===== src/rtl/rf_writeback_scheduler.sv =====
// In-order writeback queue that drains up to two results per cycle onto the register file write ports.
// Optional busy_mask output is built when WB_BUSY_MASK_EN is defined.
module rf_writeback_scheduler #(
    parameter int DEPTH  = 4,
    parameter int DATA_W = 16,
    parameter int ADDR_W = 3
) (
    input  logic                     clock,
    input  logic                     reset,
    input  logic                     enq0_valid,
    input  logic [ADDR_W-1:0]        enq0_addr,
    input  logic [DATA_W-1:0]        enq0_data,
    input  logic                     enq1_valid,
    input  logic [ADDR_W-1:0]        enq1_addr,
    input  logic [DATA_W-1:0]        enq1_data,
    output logic                     enq_ready,
    input  logic                     stall_wb,
    output logic                     wr0_enable,
    output logic [ADDR_W-1:0]        wr0_address,
    output logic [DATA_W-1:0]        wr0_data,
    output logic                     wr1_enable,
    output logic [ADDR_W-1:0]        wr1_address,
    output logic [DATA_W-1:0]        wr1_data,
`ifdef WB_BUSY_MASK_EN
    output logic [2**ADDR_W-1:0]     busy_mask,
`endif
    output logic [$clog2(DEPTH):0]   count
);

    localparam int PW = $clog2(DEPTH);
    localparam int CW = PW + 1;

    logic [ADDR_W-1:0] r_addr [DEPTH];
    logic [DATA_W-1:0] r_data [DEPTH];
    logic [PW-1:0]     r_head;
    logic [PW-1:0]     r_tail;
    logic [CW-1:0]     r_count;

    logic              w_en0;
    logic              w_en1;
    logic [1:0]        w_enq_n;
    logic [1:0]        w_pop;
    logic [PW-1:0]     w_slot1;
    logic [PW-1:0]     w_h1;
    logic              w_same;

    assign count     = r_count;
    assign enq_ready = (CW'(DEPTH) - r_count) >= CW'(2);
    // R0 results are dropped here so they never occupy a slot
    assign w_en0     = enq_ready & enq0_valid & (enq0_addr != '0);
    assign w_en1     = enq_ready & enq1_valid & (enq1_addr != '0);
    assign w_enq_n   = {1'b0, w_en0} + {1'b0, w_en1};
    assign w_pop     = stall_wb ? 2'd0 :
                       (r_count >= CW'(2)) ? 2'd2 : r_count[1:0];
    assign w_slot1   = r_tail + PW'(w_en0);
    assign w_h1      = r_head + PW'(1);
    assign w_same    = r_addr[r_head] == r_addr[w_h1];

    always_ff @(posedge clock) begin
        if (reset) begin
            r_head      <= '0;
            r_tail      <= '0;
            r_count     <= '0;
            wr0_enable  <= 1'b0;
            wr0_address <= '0;
            wr0_data    <= '0;
            wr1_enable  <= 1'b0;
            wr1_address <= '0;
            wr1_data    <= '0;
        end else begin
            if (w_en0) begin
                r_addr[r_tail] <= enq0_addr;
                r_data[r_tail] <= enq0_data;
            end
            if (w_en1) begin
                r_addr[w_slot1] <= enq1_addr;
                r_data[w_slot1] <= enq1_data;
            end
            r_tail     <= r_tail + PW'(w_enq_n);
            r_head     <= r_head + PW'(w_pop);
            r_count    <= r_count + CW'(w_enq_n) - CW'(w_pop);
            wr0_enable <= 1'b0;
            wr1_enable <= 1'b0;
            if (w_pop == 2'd1) begin
                wr0_enable  <= 1'b1;
                wr0_address <= r_addr[r_head];
                wr0_data    <= r_data[r_head];
            end else if (w_pop == 2'd2) begin
                // Same-register pair: only the younger value reaches the file
                wr0_enable  <= !w_same;
                wr0_address <= r_addr[r_head];
                wr0_data    <= r_data[r_head];
                wr1_enable  <= 1'b1;
                wr1_address <= r_addr[w_h1];
                wr1_data    <= r_data[w_h1];
            end
        end
    end

`ifdef WB_BUSY_MASK_EN
    logic [2**ADDR_W-1:0] r_busy;
    logic [2**ADDR_W-1:0] w_busy_n;
    logic [PW-1:0]        w_head_n;
    logic [CW-1:0]        w_count_n;
    logic [PW-1:0]        w_off;
    logic [ADDR_W-1:0]    w_qa;

    assign w_head_n  = r_head + PW'(w_pop);
    assign w_count_n = r_count + CW'(w_enq_n) - CW'(w_pop);
    assign busy_mask = r_busy;

    // Mask reflects the queue and write ports as they will be after this edge
    always_comb begin
        w_busy_n = '0;
        w_off    = '0;
        w_qa     = '0;
        for (int j = 0; j < DEPTH; j++) begin
            w_off = PW'(j) - w_head_n;
            if (w_en0 && PW'(j) == r_tail)
                w_qa = enq0_addr;
            else if (w_en1 && PW'(j) == w_slot1)
                w_qa = enq1_addr;
            else
                w_qa = r_addr[j];
            if ({1'b0, w_off} < w_count_n)
                w_busy_n[w_qa] = 1'b1;
        end
        if (w_pop != 2'd0)
            w_busy_n[r_addr[r_head]] = 1'b1;
        if (w_pop == 2'd2)
            w_busy_n[r_addr[w_h1]] = 1'b1;
        w_busy_n[0] = 1'b0;
    end

    always_ff @(posedge clock) begin
        if (reset)
            r_busy <= '0;
        else
            r_busy <= w_busy_n;
    end
`endif

`ifndef SYNTHESIS
    a_enq_when_full: assert property (@(posedge clock) disable iff (reset)
        !enq_ready |-> !(enq0_valid || enq1_valid))
        else $error("enqueue attempted while enq_ready is low");
`endif

endmodule


===== config.mk =====
export PLATFORM = sky130hd
export DESIGN_NAME = rf_writeback_scheduler
export DESIGN_NICKNAME = d
export VERILOG_FILES = /design/src/rtl/rf_writeback_scheduler.sv
export SDC_FILE = /design/constraint.sdc
export NUM_CORES = 1
export LEC_CHECK = 0
export CAP_MARGIN = 20
export CELL_PAD_IN_SITES_DETAIL_PLACEMENT = 0
export CELL_PAD_IN_SITES_GLOBAL_PLACEMENT = 1
export CORE_MARGIN = 10
export CORE_UTILIZATION = 44
export DETAILED_ROUTE_END_ITERATION = 8
export MAX_ROUTING_LAYER = met4
export PLACE_DENSITY_LB_ADDON = 0.1
export SKIP_LAST_GASP = 1
export SYNTH_ARGS = -nofsm -noshare
export SYNTH_HDL_FRONTEND = slang
export SYNTH_SLANG_ARGS = --single-unit

===== constraint.sdc =====
create_clock -name clock -period 4.25 [get_ports clock]
set_input_delay 1.275 -clock clock [delete_from_list [all_inputs] [get_ports clock]]
set_output_delay 1.275 -clock clock [all_outputs]
set_load 0.02 [all_outputs]

==> results.sh <==
export IMPL_grt_pass1_wl_um=23600
export IMPL_postPlaceCellArea_um2=7270
export IMPL_final_cell_mix="clkdlybuf4s50_1, mux2_2, edfxtp_1"
export IMPL_wl_um=15000
export IMPL_fmax_mhz=264
export IMPL_cap_viol_max_count=0
export IMPL_hold_violations=0
export IMPL_synth_top_flop_cell="edfxtp_1"
export IMPL_fin_cells=700
export IMPL_syn_inst=408
export IMPL_nFillCells=1160
export IMPL_startpoint="enq0_addr[0]"
export IMPL_layout_drive_gt1_share_pct=33.1
export IMPL_grt_pass1_vias=3991
export IMPL_drv_slew=0
export IMPL_syn_nets=463
export IMPL_p_total_w=0.00511
export IMPL_cts_made_buffers=17
export IMPL_status="complete, no violations"
export IMPL_worstSetupEndpointType="flop"
export IMPL_fin_nets=562
export IMPL_ant_nets=0
export IMPL_synthesis_area_um2=6130
export IMPL_peakVddDrop_v=0.000311
export IMPL_cts_hold_buf=0
export IMPL_initial_core_util_pct=44.5
export IMPL_period_share_pct=89.3
export IMPL_num_vias=3824
export IMPL_cts_tree="yes"
export IMPL_antenna_found_initial=0
export IMPL_slew_headroom_pct=46.1
export IMPL_worstSkewPairLatency_ns=0.41
export IMPL_diodes=0
export IMPL_synth_edf_count=76
export IMPL_ys_seq_area_share_pct=52.5
export IMPL_coreArea_um2=13800
export IMPL_fp_dieArea_um2=19100
export IMPL_seq_area_um2=3230
export IMPL_dp_hpwl_um=10100
export IMPL_tightest_slew_ns=0.809
export IMPL_worst_endpoint_required_ns=4.41
export IMPL_die_width_um=138
export IMPL_drc=0
export IMPL_port_buffers=86
export IMPL_async_flop_share_pct=0
export IMPL_dr_first_iter_drc_count=210
export IMPL_synth_seq_cells=123
export IMPL_clkTransAtPathRegs_ns=0.05
export IMPL_gr_total_overflow=0
export IMPL_cp_start_kind="primary input"
export IMPL_cts_buffer_depth=2
export IMPL_viasPerCell=5.46
export IMPL_clock_root_buffer="clkbuf_16"
export IMPL_final_common_cell="clkdlybuf4s50_1"
export IMPL_grt_total_usage_pct=16.2
export IMPL_wl_per_cell_um=21.4
export IMPL_fin_skew_ns=0.00442
export IMPL_r2r_start="count[1]"
export IMPL_yosys_warnings=0
export IMPL_cts_setup_buffers=0
export IMPL_crit_fanout=9
export IMPL_tns_ns=0
export IMPL_rows=43
export IMPL_worstHoldStart="wr0_data[10]"
export IMPL_dp_cells=667
export IMPL_period_needed_ns=3.79
export IMPL_avgSynthCellArea_um2=15.0
export IMPL_cts_resized=0
export IMPL_pwr_density_cell_nw_per_um2=649
export IMPL_final_area_um2=7870
export IMPL_arrival_ns=3.95
export IMPL_cts_max_level=4
export IMPL_setup_worst_path_class="in2reg"
export IMPL_place_congestion=0.777
export IMPL_clock_sinks=123
export IMPL_synth_cell_type_count=31
export IMPL_rsz0062_at_grt="false"
export IMPL_grt_max_degree=40
export IMPL_setup_viol=0
export IMPL_die_h_um=138
export IMPL_drt_first_pass_iters=4
export IMPL_area_growth_pct=28.4
export IMPL_io_pins=87
export IMPL_hold_path_class="reg2reg"
export IMPL_power_leakage_nw=2.84
export IMPL_multi_input_area_um2=2730
[stage by stage]
step | utilization [%] | worst slack [ns] | hold WS [ns]
floorplan | - | 0.478 | 0.559
global route | 57.2 | 0.271 | 0.523
finish | 57.2 | 0.456 | 0.489
CTS | 57.0 | 0.500 | 0.496
detailed placement | 52.8 | 0.0742 | 0.483
global placement | 52.8 | 0.181 | 0.471
[final timing paths]
path | end | cells after the start | slack, ns
min reg2reg | wr0_data[10] | 2 | 0.49
max reg2reg | r_data[0][12] | 11 | 0.84
min | wr0_data[10] | 2 | 0.49
max | r_data[0][12] | 9 | 0.46
[area by class of cell]
type	instances	area share, %
well taps	180	2.86
clock buffers	26	6.74
clock inverters	6	0.715
inverters	10	0.477
repair buffers	106	13.6
flip-flops and latches	123	41.0
multi-input cells	249	34.7
[worst max-delay path, stage by stage]
cell and delay [ns]:
clkdlybuf4s50_1 0.50, o31ai_1 0.38, nor2_1 0.12, ha_1 0.24
xor2_1 0.18, a2111oi_2 0.39, and2b_1 0.27, buf_4 0.23
mux2_2 0.36
[registers in the layout, summed over array words and instances (netlist names)]
name         flops
wr1_data        16
wr1_address      3
wr0_data        16
wr0_enable       1
count            3
r_head           2
wr1_enable       1
r_tail           2
wr0_address      3
r_data          64
r_addr          12
[synth_stat cells (all sizes together) (5+ instances only)]
cell	count	area (um2)
xor2	6	52.6
dfxtp	47	941
ha	11	138
edfxtp	76	2280
mux4	38	856
buf	21	141
inv	10	37.5
xnor2	6	52.6
nor2	47	176
mux2	76	856
clkbuf	5	18.8
mux2i	38	380
[routing by layer]
| metal | wire, um | vias to the layer above | GRT usage (%) |
|---|---|---|---|
| met5 | 0 | - | - |
| met4 | 174 | 0 | 6.22 |
| met3 | 745 | 17 | 3.94 |
| met2 | 7480 | 108 | 25.9 |
| met1 | 6550 | 1945 | 19.5 |
| li1 | - | 1754 | - |
[cell families after synthesis]
logic type / synth area share [%]
AO/OA/AOI/OAI: 1.31
XOR/XNOR: 1.71
adder cells (fa/ha/maj): 2.57
buffers and inverters: 3.22
flip-flops: 52.5
multiplexers: 34.1
AND/OR/NAND/NOR: 4.53
[power by group]
group          switching (W)  total [W]  internal [W]
sequential          0.000196    0.00179       0.00159
combinational       0.000917    0.00191      0.000994
clock               0.000501    0.00141      0.000912
(Power assumes the default switching activity.)
